[src/rtl/if_pkg.sv]
// Shared types and constants for the rv32i instruction-fetch stage.
// Misaligned-redirect trapping in if_stage is enabled by IF_MISALIGN_TRAP_EN.
package if_pkg;

    typedef enum logic [1:0] {
        FETCH = 2'd0,
        FLUSH = 2'd1,
        HALT  = 2'd2
    } if_state_e;

    localparam int          ILEN                 = 32;
    localparam logic [31:0] PC_STEP              = 32'd4;
    localparam logic [31:0] DEFAULT_RESET_VECTOR = 32'h0000_0000;

    function automatic logic [31:0] align_word(input logic [31:0] addr);
        return addr & ~32'h0000_0003;
    endfunction

endpackage

[src/rtl/if_fifo.sv]
// Synchronous instruction buffer holding {pc, instr} entries toward decode.
// Power-of-two depth; clear empties it in one cycle and wins over push/pop.
module if_fifo
    import if_pkg::*;
#(
    parameter int WIDTH = 64,
    parameter int DEPTH = 2,
    localparam int AW = $clog2(DEPTH),
    localparam int CW = $clog2(DEPTH + 1)
) (
    input  logic             clk,
    input  logic             reset,
    input  logic             clear,
    input  logic             push,
    input  logic [WIDTH-1:0] push_data,
    input  logic             pop,
    output logic [WIDTH-1:0] head_data,
    output logic [CW-1:0]    count
);

    logic [WIDTH-1:0] mem_r [DEPTH];
    logic [AW-1:0]    wr_ptr_r;
    logic [AW-1:0]    rd_ptr_r;
    logic [CW-1:0]    count_r;
    logic             do_push_s;
    logic             do_pop_s;

    // Qualify requests so an empty pop or a full push can never corrupt state
    always_comb begin
        do_pop_s  = pop && (count_r != {CW{1'b0}});
        do_push_s = push && ((count_r != CW'(DEPTH)) || do_pop_s);
    end

    // Storage, pointers and occupancy
    always_ff @(posedge clk) begin
        if (!reset) begin
            for (int i = 0; i < DEPTH; i++) begin
                mem_r[i] <= {WIDTH{1'b0}};
            end
            wr_ptr_r <= {AW{1'b0}};
            rd_ptr_r <= {AW{1'b0}};
            count_r  <= {CW{1'b0}};
        end else if (clear) begin
            wr_ptr_r <= {AW{1'b0}};
            rd_ptr_r <= {AW{1'b0}};
            count_r  <= {CW{1'b0}};
        end else begin
            if (do_push_s) begin
                mem_r[wr_ptr_r] <= push_data;
                wr_ptr_r        <= wr_ptr_r + AW'(1);
            end
            if (do_pop_s) begin
                rd_ptr_r <= rd_ptr_r + AW'(1);
            end
            case ({do_push_s, do_pop_s})
                2'b10:   count_r <= count_r + CW'(1);
                2'b01:   count_r <= count_r - CW'(1);
                default: count_r <= count_r;
            endcase
        end
    end

    assign head_data = mem_r[rd_ptr_r];
    assign count     = count_r;

endmodule

[src/rtl/if_stage.sv]
// rv32i fetch front end: owns the fetch PC, issues credit-limited word requests
// and buffers responses toward decode. Define IF_MISALIGN_TRAP_EN to trap misaligned redirects.
module if_stage
    import if_pkg::*;
#(
    parameter logic [31:0] RESET_VECTOR = DEFAULT_RESET_VECTOR,
    parameter int          FIFO_DEPTH   = 2
) (
    input  logic        clk,
    input  logic        reset,
    output logic        imem_req_valid,
    input  logic        imem_req_ready,
    output logic [31:0] imem_req_addr,
    input  logic        imem_rsp_valid,
    input  logic [31:0] imem_rsp_data,
    input  logic        redirect_valid,
    input  logic [31:0] redirect_pc,
    output logic        instr_valid,
    input  logic        instr_ready,
    output logic [31:0] instr,
    output logic [31:0] instr_pc,
    output logic        fetch_misaligned
);

    localparam int CW = $clog2(FIFO_DEPTH + 1);

    if_state_e     state_r;
    if_state_e     state_nxt_s;
    logic [31:0]   fetch_pc_r;
    logic [31:0]   rsp_pc_r;
    logic [31:0]   redirect_tgt_s;
    logic [CW-1:0] outstanding_r;
    logic [CW-1:0] outstanding_nxt_s;
    logic [CW-1:0] discard_r;
    logic [CW-1:0] discard_nxt_s;
    logic [CW-1:0] redirect_left_s;
    logic [CW-1:0] fifo_count_s;
    logic [CW:0]   credit_used_s;
    logic          req_valid_s;
    logic          issue_s;
    logic          push_s;
    logic          pop_s;
    logic          misaligned_s;
    logic [63:0]   head_s;

    if_fifo #(
        .WIDTH (64),
        .DEPTH (FIFO_DEPTH)
    ) u_fifo (
        .clk       (clk),
        .reset     (reset),
        .clear     (redirect_valid),
        .push      (push_s),
        .push_data ({rsp_pc_r, imem_rsp_data}),
        .pop       (pop_s),
        .head_data (head_s),
        .count     (fifo_count_s)
    );

    // Issue/accept qualification; credits cover both in-flight and buffered words
    always_comb begin
        redirect_tgt_s  = align_word(redirect_pc);
`ifdef IF_MISALIGN_TRAP_EN
        misaligned_s    = (redirect_pc[1:0] != 2'b00);
`else
        misaligned_s    = 1'b0;
`endif
        credit_used_s   = {1'b0, outstanding_r} + {1'b0, fifo_count_s};
        req_valid_s     = reset && (state_r == FETCH) && !redirect_valid &&
                          (credit_used_s < (CW + 1)'(FIFO_DEPTH));
        issue_s         = req_valid_s && imem_req_ready;
        push_s          = imem_rsp_valid && (state_r == FETCH) && !redirect_valid;
        pop_s           = instr_valid && instr_ready && !redirect_valid;
        redirect_left_s = outstanding_r - CW'(imem_rsp_valid);
    end

    // Next-state and in-flight bookkeeping; a redirect overrides everything else
    always_comb begin
        state_nxt_s       = state_r;
        outstanding_nxt_s = outstanding_r;
        discard_nxt_s     = discard_r;
        if (redirect_valid) begin
            outstanding_nxt_s = redirect_left_s;
            discard_nxt_s     = redirect_left_s;
            if (misaligned_s) begin
                state_nxt_s = HALT;
            end else if (redirect_left_s != {CW{1'b0}}) begin
                state_nxt_s = FLUSH;
            end else begin
                state_nxt_s = FETCH;
            end
        end else begin
            case (state_r)
                FETCH: begin
                    if (issue_s && !imem_rsp_valid) begin
                        outstanding_nxt_s = outstanding_r + CW'(1);
                    end else if (!issue_s && imem_rsp_valid) begin
                        outstanding_nxt_s = outstanding_r - CW'(1);
                    end else begin
                        outstanding_nxt_s = outstanding_r;
                    end
                end
                FLUSH: begin
                    if (imem_rsp_valid && (discard_r != {CW{1'b0}})) begin
                        outstanding_nxt_s = outstanding_r - CW'(1);
                        discard_nxt_s     = discard_r - CW'(1);
                        state_nxt_s       = (discard_r == CW'(1)) ? FETCH : FLUSH;
                    end else begin
                        state_nxt_s = FLUSH;
                    end
                end
`ifdef IF_MISALIGN_TRAP_EN
                HALT: begin
                    // Stale responses drain here while waiting for an aligned redirect
                    if (imem_rsp_valid && (discard_r != {CW{1'b0}})) begin
                        outstanding_nxt_s = outstanding_r - CW'(1);
                        discard_nxt_s     = discard_r - CW'(1);
                    end else begin
                        discard_nxt_s = discard_r;
                    end
                end
`endif
                default: begin
                    state_nxt_s       = FETCH;
                    outstanding_nxt_s = {CW{1'b0}};
                    discard_nxt_s     = {CW{1'b0}};
                end
            endcase
        end
    end

    // State, counters and the fetch/response PC registers
    always_ff @(posedge clk) begin
        if (!reset) begin
            state_r       <= FETCH;
            outstanding_r <= {CW{1'b0}};
            discard_r     <= {CW{1'b0}};
            fetch_pc_r    <= RESET_VECTOR;
            rsp_pc_r      <= RESET_VECTOR;
        end else begin
            state_r       <= state_nxt_s;
            outstanding_r <= outstanding_nxt_s;
            discard_r     <= discard_nxt_s;
            if (redirect_valid) begin
                fetch_pc_r <= redirect_tgt_s;
                rsp_pc_r   <= redirect_tgt_s;
            end else begin
                if (issue_s) begin
                    fetch_pc_r <= fetch_pc_r + PC_STEP;
                end
                if (push_s) begin
                    rsp_pc_r <= rsp_pc_r + PC_STEP;
                end
            end
        end
    end

`ifdef IF_MISALIGN_TRAP_EN
    logic misaligned_r;

    // Sticky trap flag, cleared only by the next aligned redirect
    always_ff @(posedge clk) begin
        if (!reset) begin
            misaligned_r <= 1'b0;
        end else if (redirect_valid) begin
            misaligned_r <= misaligned_s;
        end else begin
            misaligned_r <= misaligned_r;
        end
    end

    assign fetch_misaligned = misaligned_r;
`else
    assign fetch_misaligned = 1'b0;
`endif

    assign imem_req_valid = req_valid_s;
    assign imem_req_addr  = fetch_pc_r;
    assign instr_valid    = (fifo_count_s != {CW{1'b0}});
    assign instr          = head_s[31:0];
    assign instr_pc       = head_s[63:32];

endmodule

[config.mk]
export PLATFORM = sky130hd
export DESIGN_NAME = if_stage
export DESIGN_NICKNAME = d
export VERILOG_FILES = /design/src/rtl/if_pkg.sv /design/src/rtl/if_fifo.sv /design/src/rtl/if_stage.sv
export SDC_FILE = /design/constraint.sdc
export NUM_CORES = 1
export LEC_CHECK = 0
export ABC_AREA = 1
export BUFFER_PORTS_ARGS = -buffer_cell sky130_fd_sc_hd__buf_2
export CELL_PAD_IN_SITES_DETAIL_PLACEMENT = 0
export CELL_PAD_IN_SITES_GLOBAL_PLACEMENT = 1
export CORE_MARGIN = 2
export CORE_UTILIZATION = 43
export CTS_BUF_LIST = sky130_fd_sc_hd__clkbuf_4 sky130_fd_sc_hd__clkbuf_8
export CTS_CLUSTER_SIZE = 10
export DETAILED_ROUTE_END_ITERATION = 10
export PLACE_DENSITY = 0.87
export SYNTH_ARGS = -nofsm -noshare
export SYNTH_HDL_FRONTEND = slang
export SYNTH_SLANG_ARGS = --single-unit
[constraint.sdc]
create_clock -name clk -period 3.85 [get_ports clk]
set_input_delay 0.385 -clock clk [delete_from_list [all_inputs] [get_ports clk]]
set_output_delay 0.385 -clock clk [all_outputs]
set_load 0.02 [all_outputs]
# Word level (Yosys, flattened, before mapping)
# Memory sizes are Yosys's and may differ from the RTL's. A register that Yosys moved wholly into a read port is not among the register bits.
# Cells that the tools add are included.
# word_totals
reg_bits	74
mem_bits_rw	128
input_bits	70
out_inout_bits	99
wordCells	88
n_memories	1
# classes
add_sub_neg	11
order_cmp	1
n_eq_ne	8
muxes	28
bitwise_logic	1
reduce_logical	28
# memory_table
name	depth	word_bits	read_ports	rd_ports_with_merged_regs	write_ports	line	source
u_fifo.mem_r	2	64	1	1	2	if_fifo.sv:21	logic [WIDTH-1:0] mem_r [DEPTH];
# op_table
op	n
32-bit 2-to-1 mux	4
32-bit by 3-bit adder with 32-bit output (second input constant)	2
64-bit 2-to-1 mux	1
64-bit OR reduction	1
2-bit case mux with 2 select lines	4
2-bit 2-to-1 mux	7
1-bit logical AND	13
1-bit 2-to-1 mux	12
2-bit nonzero test	6
2-bit by 1-bit equality test with 1-bit output (second input constant)	3
2-bit by 1-bit subtractor with 2-bit output (second input constant)	3
2-bit by 1-bit adder with 2-bit output (second input constant)	2
2-bit inequality test (second input constant)	2
4-bit by 2-bit inequality test with 1-bit output (second input constant)	1
2-bit AND reduction	2
2-bit by 2-bit adder with 3-bit output	1
1-bit logical NOT	3
3-bit by 2-bit less-than comparator with 1-bit output (second input constant)	1
3-bit inequality test (second input constant)	1
1-bit adder (second input constant)	2
2-bit equality test (second input constant)	1
2-bit logical NOT	1
2-bit OR reduction	1
2-bit by 1-bit subtractor with 2-bit output	1
2 further kinds	2

# Logic depth before layout (Yosys ltp)
# Gate-level depths: netlist (run 1).
# logic_depth
word_depth	12
mapped_depth	12
depth_no_buf	12

# Modules after synthesis
# Synthesis (run 1) repeated with hierarchy kept, for this count alone.
# hier_totals
hier_cells	1209
hier_area_um2	10754.1
# by_module_without_submodules
mod	instances	cells_each	area_each_um2	seq_area_each_um2
if_fifo	1	442	6150.9	3943.8
if_stage	1	767	4603.2	1301.2

# Worst setup path after synthesis (run 1)
# No wires, ideal clock.
# synth_timing
path_kind	input -> register
start	input redirect_valid
end	memory u_fifo.mem_r[0][0], enable pin
setup_time_ns	0.421
arrival_ns	2.557
required_ns	3.429
slack_ns	0.871
path_stages	9
path_buffers	2
cell_sequence	inv_2 -> buf_2 -> nand2_1 -> nand3b_1 -> nand2_2 -> inv_2 -> nand3_2 -> buf_2 -> nand2_1
# synth_lines
item	line	source
from (decl)	if_stage.sv:16	input logic redirect_valid,
to (decl)	if_fifo.sv:21	

# Final worst setup path (run 1)
# layout_timing
start	register u_fifo.count_r[0], in the netlist u_fifo.count[0]
end	register fetch_pc_r[15], in the netlist imem_req_addr[15]
# layout_via
elab_chain_cells	5
# layout_lines
item	line	source
from (decl)	if_fifo.sv:24	logic [CW-1:0] count_r;
from (signal assigned)	if_fifo.sv:42	count_r <= {CW{1'b0}};
from (signal assigned)	if_fifo.sv:46	count_r <= {CW{1'b0}};
from (signal assigned)	if_fifo.sv:56	2'b10: count_r <= count_r + CW'(1);
2-bit by 2-bit adder with 3-bit output	if_stage.sv:68	credit_used_s = {1'b0, outstanding_r} + {1'b0, fifo_count_s};
3-bit by 2-bit less-than comparator with 1-bit output	if_stage.sv:70	(credit_used_s < (CW + 1)'(FIFO_DEPTH));
1-bit logical AND	if_stage.sv:69	req_valid_s = reset && (state_r == FETCH) && !redirect_valid &&
1-bit logical AND	if_stage.sv:71	issue_s = req_valid_s && imem_req_ready;
2-bit nonzero test (no line)	n/a	
to (signal assigned)	if_stage.sv:145	fetch_pc_r <= redirect_tgt_s;
to (signal assigned)	if_stage.sv:149	fetch_pc_r <= fetch_pc_r + PC_STEP;
to (decl)	if_stage.sv:29	logic [31:0] fetch_pc_r;
# Every way passes these cells.
# A chain may end at the register's enable or synchronous reset.

==> results of run 1 <==
area by class of cell:
| cell class | count | area (µm²) |
|---|---|---|
| Clock inverter | 15 | 176 |
| Fill cell | 2218 | 11300 |
| Multi-Input combinational cell | 835 | 4130 |
| Timing Repair Buffer | 171 | 906 |
| Sequential cell | 194 | 5130 |
| Inverter | 130 | 488 |
| Clock buffer | 17 | 234 |
| Tap cell | 285 | 357 |
critical path, cell delays in order (launching register included):
cell and delay, ns:
dfxtp_1 0.47, nand2_1 0.08, inv_1 0.07, fa_1 0.46, nor2_4 0.17, nand3_4 0.14
nand2_2 0.41, inv_2 0.23, nand2_1 0.10, nand2_1 0.05, a21oi_1 0.11, nor2_1 0.05
per-layer routing:
layer	vias up	global-route usage, %	routed length [µm]
met5	-	0	0
met2	283	34.8	12000
met1	3807	29.2	11800
met4	0	5.55	391
li1	4190	-	-
met3	32	3.56	1860
state kept, by name, indices dropped and copies added (netlist names), named ones only:
name,count
u_fifo.rd_ptr_r,1
state_r,1
discard_r,2
outstanding_r,2
u_fifo.wr_ptr_r,1
u_fifo.count,2
rsp_pc_r,30
u_fifo.mem_r,124
imem_req_addr,30
cells by family (layout without fill, tap and decap cells):
group           count (synthesis)  count (layout)  synth area share, %
simple gates                  607             607                 24.7
fa+ha+maj                       7               7                0.956
flops                         194             194                 51.5
xor+xnor                       14              14                 1.23
buf+inv                       177             333                 7.20
compound gates                140             140                 7.38
mux                            62              62                 7.02
other cells                     1               5               0.0377
synthesized netlist by cell type, drive strengths merged:
cell type,count,area [µm²]
nor3,1,5.00
ha,6,75.1
nand3b,3,22.5
mux2,62,698
or2,3,18.8
nor2,255,977
nand3,67,363
o211ai,2,15.0
fa,1,20.0
nand2,274,1040
nand4,4,25.0
a31oi,15,93.8
a311oi,1,8.76
o21ai,56,280
dfxtp,70,1400
o22ai,1,6.26
xor2,14,123
inv,130,488
edfxtp,124,3720
a21oi,63,315
clkbuf,16,60.1
conb,1,3.75
o21a,2,15.0
buf,31,169
per-stage QoR:
step           hold WS [ns]  area, µm²
2_1_floorplan         0.467       9970
3_3_place_gp          0.478      11000
3_5_place_dp          0.483      11000
4_1_cts               0.133      11400
5_1_grt               0.147      11400
6_report              0.153      11400
how the worst min path moves through the flow:
stage	start	endpoint	cells after the start	slack (ns)
final	redirect_pc[29]	imem_req_addr[29]$_SDFFE_PN0P_	3	0.15
after global routing	redirect_pc[29]	imem_req_addr[29]$_SDFFE_PN0P_	3	0.15
after CTS	redirect_pc[29]	imem_req_addr[29]$_SDFFE_PN0P_	3	0.13
after detailed placement	u_fifo.rd_ptr_r$_SDFFE_PP0P_	flop	2	0.48
after global placement	u_fifo.rd_ptr_r$_SDFFE_PP0P_	u_fifo.rd_ptr_r$_SDFFE_PP0P_	2	0.48
after floorplan	u_fifo.rd_ptr_r$_SDFFE_PP0P_	flop	2	0.47
power groups by stage:
stage	sequential (mW)	combinational, mW	clock, mW
2_1_floorplan	2.46	0.372	0
6_report	2.41	0.584	1.36
5_1_grt	2.42	0.646	1.46
3_5_place_dp	2.45	0.582	0
4_1_cts	2.41	0.586	1.38
3_3_place_gp	2.45	0.577	0
placed cells by master, fill, tap and decap left out, types with 2 or more instances in the layout:
master      n
nand2_2     8
buf_12      2
ha_1        6
nand2_1   266
edfxtp_1  124
nor2_4      2
mux2_2     62
buf_4       8
conb_1      5
dfxtp_1    69
clkinv_8    4
inv_1     124
buf_2     161
o21ai_0    56
clkbuf_8   17
or2_2       3
a31oi_1    15
nand3_1    63
xor2_1     14
nand4_1     4
nand3b_1    3
o21a_1      2
inv_6       3
nor2_1    251
inv_8       5
nand3_2     3
a21oi_1    63
nor2_2      2
inv_2       6
o211ai_1    2
==> summary.md, run 1 <==
| Metric | Value |
|---|---|
| Final HPWL DP | 18.5 mm |
| IO Port Bufs | 161 |
| R2R cell count | 11 |
| Max Slew Vio Count | 0 |
| Pre-CTS WS | 1.41 ns |
| GRT overflow | 0 |
| Clock Latency Late Sink | 0.47 ns |
| CP Launch Type | flop |
| Global placer's final weighted congestion | 0.944 |
| FF-to-FF End | imem_req_addr[15]$_SDFFE_PN0P_ |
| Max_cap viols | 0 |
| Initial DRC Count | 623 |
| Origin of the critical flop-to-flop path | u_fifo.count[0]$_SDFFE_PP0P_ |
| Register share of total power | 55.4% |
| Final period util | 64.6% |
| Warnings, synthesis | 0 |
| Synth Instances | 1202 |
| Critical path capture point type | flop |
| Avg WL per Cell | 15.8 µm |
| Overall power | 4.35 mW |
| Clock Tree Root | clkbuf_8 |
| Setup_tns | 0 ns |
| Hold Path Class | in -> reg |
| DRT Pass-1 Iters | 5 |
| Sink Count | 194 |
| # Post-CTS Setup Buffers | 0 |
| Final #Nets | 1426 |
| Final Non-Filler Cells | 1647 |
| Worst endpoint required time | 4.18 ns |
| Fin Clk Skew | 0.0131 ns |
| Share of cells above drive strength 1 | 21.4% |
| # setup viols final | 0 |
| Max frequency | 0.402 GHz |
| VDD IR max | 0.216 mV |
| Initial core utilization | 43.8% |
| Cell Pwr Density | 381 nW/µm² |
| Worst Setup SP | u_fifo.count[0]$_SDFFE_PP0P_ |
| End of the critical path | imem_req_addr[15]$_SDFFE_PN0P_ |
| Mean Syn Cell Area | 8.28 µm² |
| First-pass GRT wire length | 40.0 mm |
| Largest net degree at the start of global routing | 63 |
| Synth unique cells | 32 |
| H-tree depth | 4 |
| Cells after DPL | 1615 |
| Sequential share of the synthesized area | 51.5% |
| CTS Buf Count | 17 |
| Power share of the clock group | 31.2% |
| Least-Margin Pin Slew | 0.928 ns |
| Initial antenna violation count | 0 |
| CP Data Arrival Time | 2.82 ns |
| Post-route worst setup slack | 1.36 ns |
| Die width | 156 µm |
| Reg2reg setup slack | 1.36 ns |
| DR vias | 8312 |
| Die H | 156 µm |
| Vias/cell | 5.05 |
| RSZ-0062 raised after global routing | no |
| Final design utilization | 50.3% |
| Antenna Nets Post-Route | 0 |
| ANT cells | 0 |
| Core area | 22700 µm² |
| Clock buffer depth | 2 |
| Layout area overhead | 14.7% |
| Routed wire length | 26.0 mm |
| Static leakage | 4.83 nW |
| CTS Hold Bufs | 0 |
| GRT Total Usage | 21.2% |
| Clock slew at reported path FFs | 0.12 ns |
| Rel. slew slack | 38.0% |
| DIE AREA | 24400 µm² |
| Crit Path Class | reg -> reg |
| Vias in the first global route | 7631 |
| Sw power | 1.33 mW |
| Hold Fails Final Rpt | 0 |
| Crit Path Max Fanout | 24 |
| #FFs+latches synth | 194 |
| Resize count post-CTS | 0 |
| Combinational power share | 13.4% |
| Row cnt | 55 |
| DRC Markers | 0 |
| Min cycle time layout | 2.49 ns |
| CTS tree | yes |
| Post-Syn Area | 9950 µm² |
| Net Sw Frac | 30.5% |
| P_int | 3.02 mW |
| Number of I/O pins | 169 |
| Run status | completed |
No activity file was read; power rests on OpenSTA's default activity.
==> run 2, diff against run 1 <==
==> constraint.sdc (replaced) <==
create_clock -name clk -period 2.4 [get_ports clk]
set_input_delay 0.24 -clock clk [delete_from_list [all_inputs] [get_ports clk]]
set_output_delay 0.24 -clock clk [all_outputs]
set_load 0.02 [all_outputs]
==> summary.md, run 2 (synthesized netlist as in run 1, its figures left out) <==
| Metric | Value |
|---|---|
| Layout area overhead | 15.5% |
| Delay of the slowest critical-path stage | 0.48 ns |
| Cell Pwr Density | 610 nW/µm² |
| Die width | 156 µm |
| Die H | 156 µm |
| Largest net degree at the start of global routing | 63 |
| Pre-CTS WS | 0.248 ns |
| RSZ-0062 raised after global routing | no |
| CTS Buf Count | 17 |
| Final period util | 92.3% |
| Critical path capture point type | output port |
| Hold Fails Final Rpt | 0 |
| CTS Hold Bufs | 0 |
| Post-route worst setup slack | 0.186 ns |
| Clock Tree Root | clkbuf_8 |
| Hold path start | redirect_pc[29] |
| Routed wire length | 25.9 mm |
| Global placer's final weighted congestion | 0.925 |
| Commonest non-fill, non-tap cells in the layout | nand2_1 (266), nor2_1 (251), buf_2 (161), inv_1 (124), edfxtp_1 (124) |
| Max Slew Vio Count | 0 |
| Row cnt | 55 |
| CTS tree | yes |
| Worst endpoint required time | 2.16 ns |
| DIE AREA | 24400 µm² |
| Avg WL per Cell | 15.6 µm |
| Largest Register | u_fifo.mem_r |
| Final HPWL DP | 18.2 mm |
| DRC Markers | 0 |
| Final design utilization | 50.6% |
| Setup_tns | 0 ns |
| Vias/cell | 5.06 |
| ANT cells | 0 |
| GRT overflow | 0 |
| DRT Pass-1 Iters | 5 |
| First-pass GRT wire length | 40.2 mm |
| Clock buffer depth | 2 |
| Clock slew at reported path FFs | 0.11 ns |
| Number of I/O pins | 169 |
| Max_cap viols | 0 |
| Crit Path Max Fanout | 7 |
| Slowest cell on crit path | dfxtp_1 |
| Antenna Nets Post-Route | 0 |
| Initial DRC Count | 655 |
| Least-Margin Pin Slew | 0.953 ns |
| DR vias | 8362 |
| Initial core utilization | 43.8% |
| Crit Path Class | reg -> out |
| Run status | completed |
| CP most frequent cell | inv_1 |
| Vias in the first global route | 7736 |
| # setup viols final | 0 |
| Final hold slack | 0.0587 ns |
| Final #Nets | 1433 |
| Hold Path Class | in -> reg |
| Initial antenna violation count | 0 |
| # Post-CTS Setup Buffers | 0 |
| Max frequency | 0.452 GHz |
| Rel. slew slack | 36.4% |
| Share of cells above drive strength 1 | 21.7% |
| Core area | 22700 µm² |
| CP Data Arrival Time | 1.97 ns |
| Resize count post-CTS | 0 |
| Min cycle time layout | 2.21 ns |
| Origin of the critical flop-to-flop path | u_fifo.count[0]$_SDFFE_PP0P_ |
| VDD IR max | 0.367 mV |
| CP top delay family | flip-flops |
| Clock Latency Late Sink | 0.47 ns |
| Crit-path cells | nand2_1 -> inv_1 -> fa_1 -> inv_1 -> nand3b_1 -> nor2_1 -> buf_2 |
| Max FFs per register | 124 |
| Worst Setup SP | u_fifo.count[0]$_SDFFE_PP0P_ |
| GRT Total Usage | 21.2% |
| CP Launch Type | flop |
| IO Port Bufs | 161 |
| H-tree depth | 4 |
| Overall power | 7.02 mW |
| Most common cell after layout, fill and taps aside | nand2_1 |
| CP Buf/Inv Count | 3 |
| Static leakage | 4.88 nW |
| Fin Clk Skew | 0.0175 ns |
| Sink Count | 194 |
==> run 2: cell count changes in the layout (fill, tap and decap cells not counted) <==
cell	change
clkinv_8	-1
clkinv_2	-1
clkinvlp_4	-1
buf_4	+5
buf_12	+2
clkinv_4	+1
bufinv_16	+1
inv_8	-1
inv_6	+2
inv_12	-1
clkinv_1	+1
==> run 2: final timing paths <==
kind	endpoint	slack [ns]	cells after the start
hold reg to reg	flop	0.51	2
setup reg to reg	imem_req_addr[20]$_SDFFE_PN0P_	0.21	10
setup / recovery	imem_req_valid	0.19	7
hold / removal	imem_req_addr[29]$_SDFFE_PN0P_	0.06	3
==> run 2: worst reg2reg max path: stages, from the launching register on <==
cell and delay [ns]:
dfxtp_1 0.48, nand2_1 0.08, inv_1 0.07, fa_1 0.46, nor2_4 0.16, nand3_4 0.14, nand2_2 0.11, buf_4 0.26
o21ai_0 0.12, a21oi_1 0.12, nor2_1 0.05
==> run 2: through the flow <==
step	std cells	instance area [µm²]
2_1_floorplan	1206	9970
3_5_place_dp	1622	11100
5_1_grt	1654	11500
3_3_place_gp	1622	11100
6_report	1654	11500
4_1_cts	1654	11500
==> run 2: power by group <==
| group | switching [mW] | leakage, nW | internal, mW |
|---|---|---|---|
| sequential | 0.135 | 1.87 | 3.73 |
| clock | 1.32 | 0.210 | 0.890 |
| combinational | 0.622 | 2.80 | 0.321 |
==> run 2: per-layer routing <==
layer,part of all wire [%],track usage (%)
met5,0,0
met4,1.9,6.03
met3,6.5,3.22
met2,45,34.4
met1,46,29.4
==> run 2: final cells by class <==
| type | instances | area, µm² |
|---|---|---|
| fillers | 2168 | 11200 |
| flip-flops and latches | 194 | 5130 |
| multi-input cells | 835 | 4130 |
| repair buffers | 178 | 983 |
| inverters | 130 | 488 |
| well taps | 285 | 357 |
| clock buffers | 17 | 234 |
| clock inverters | 15 | 180 |
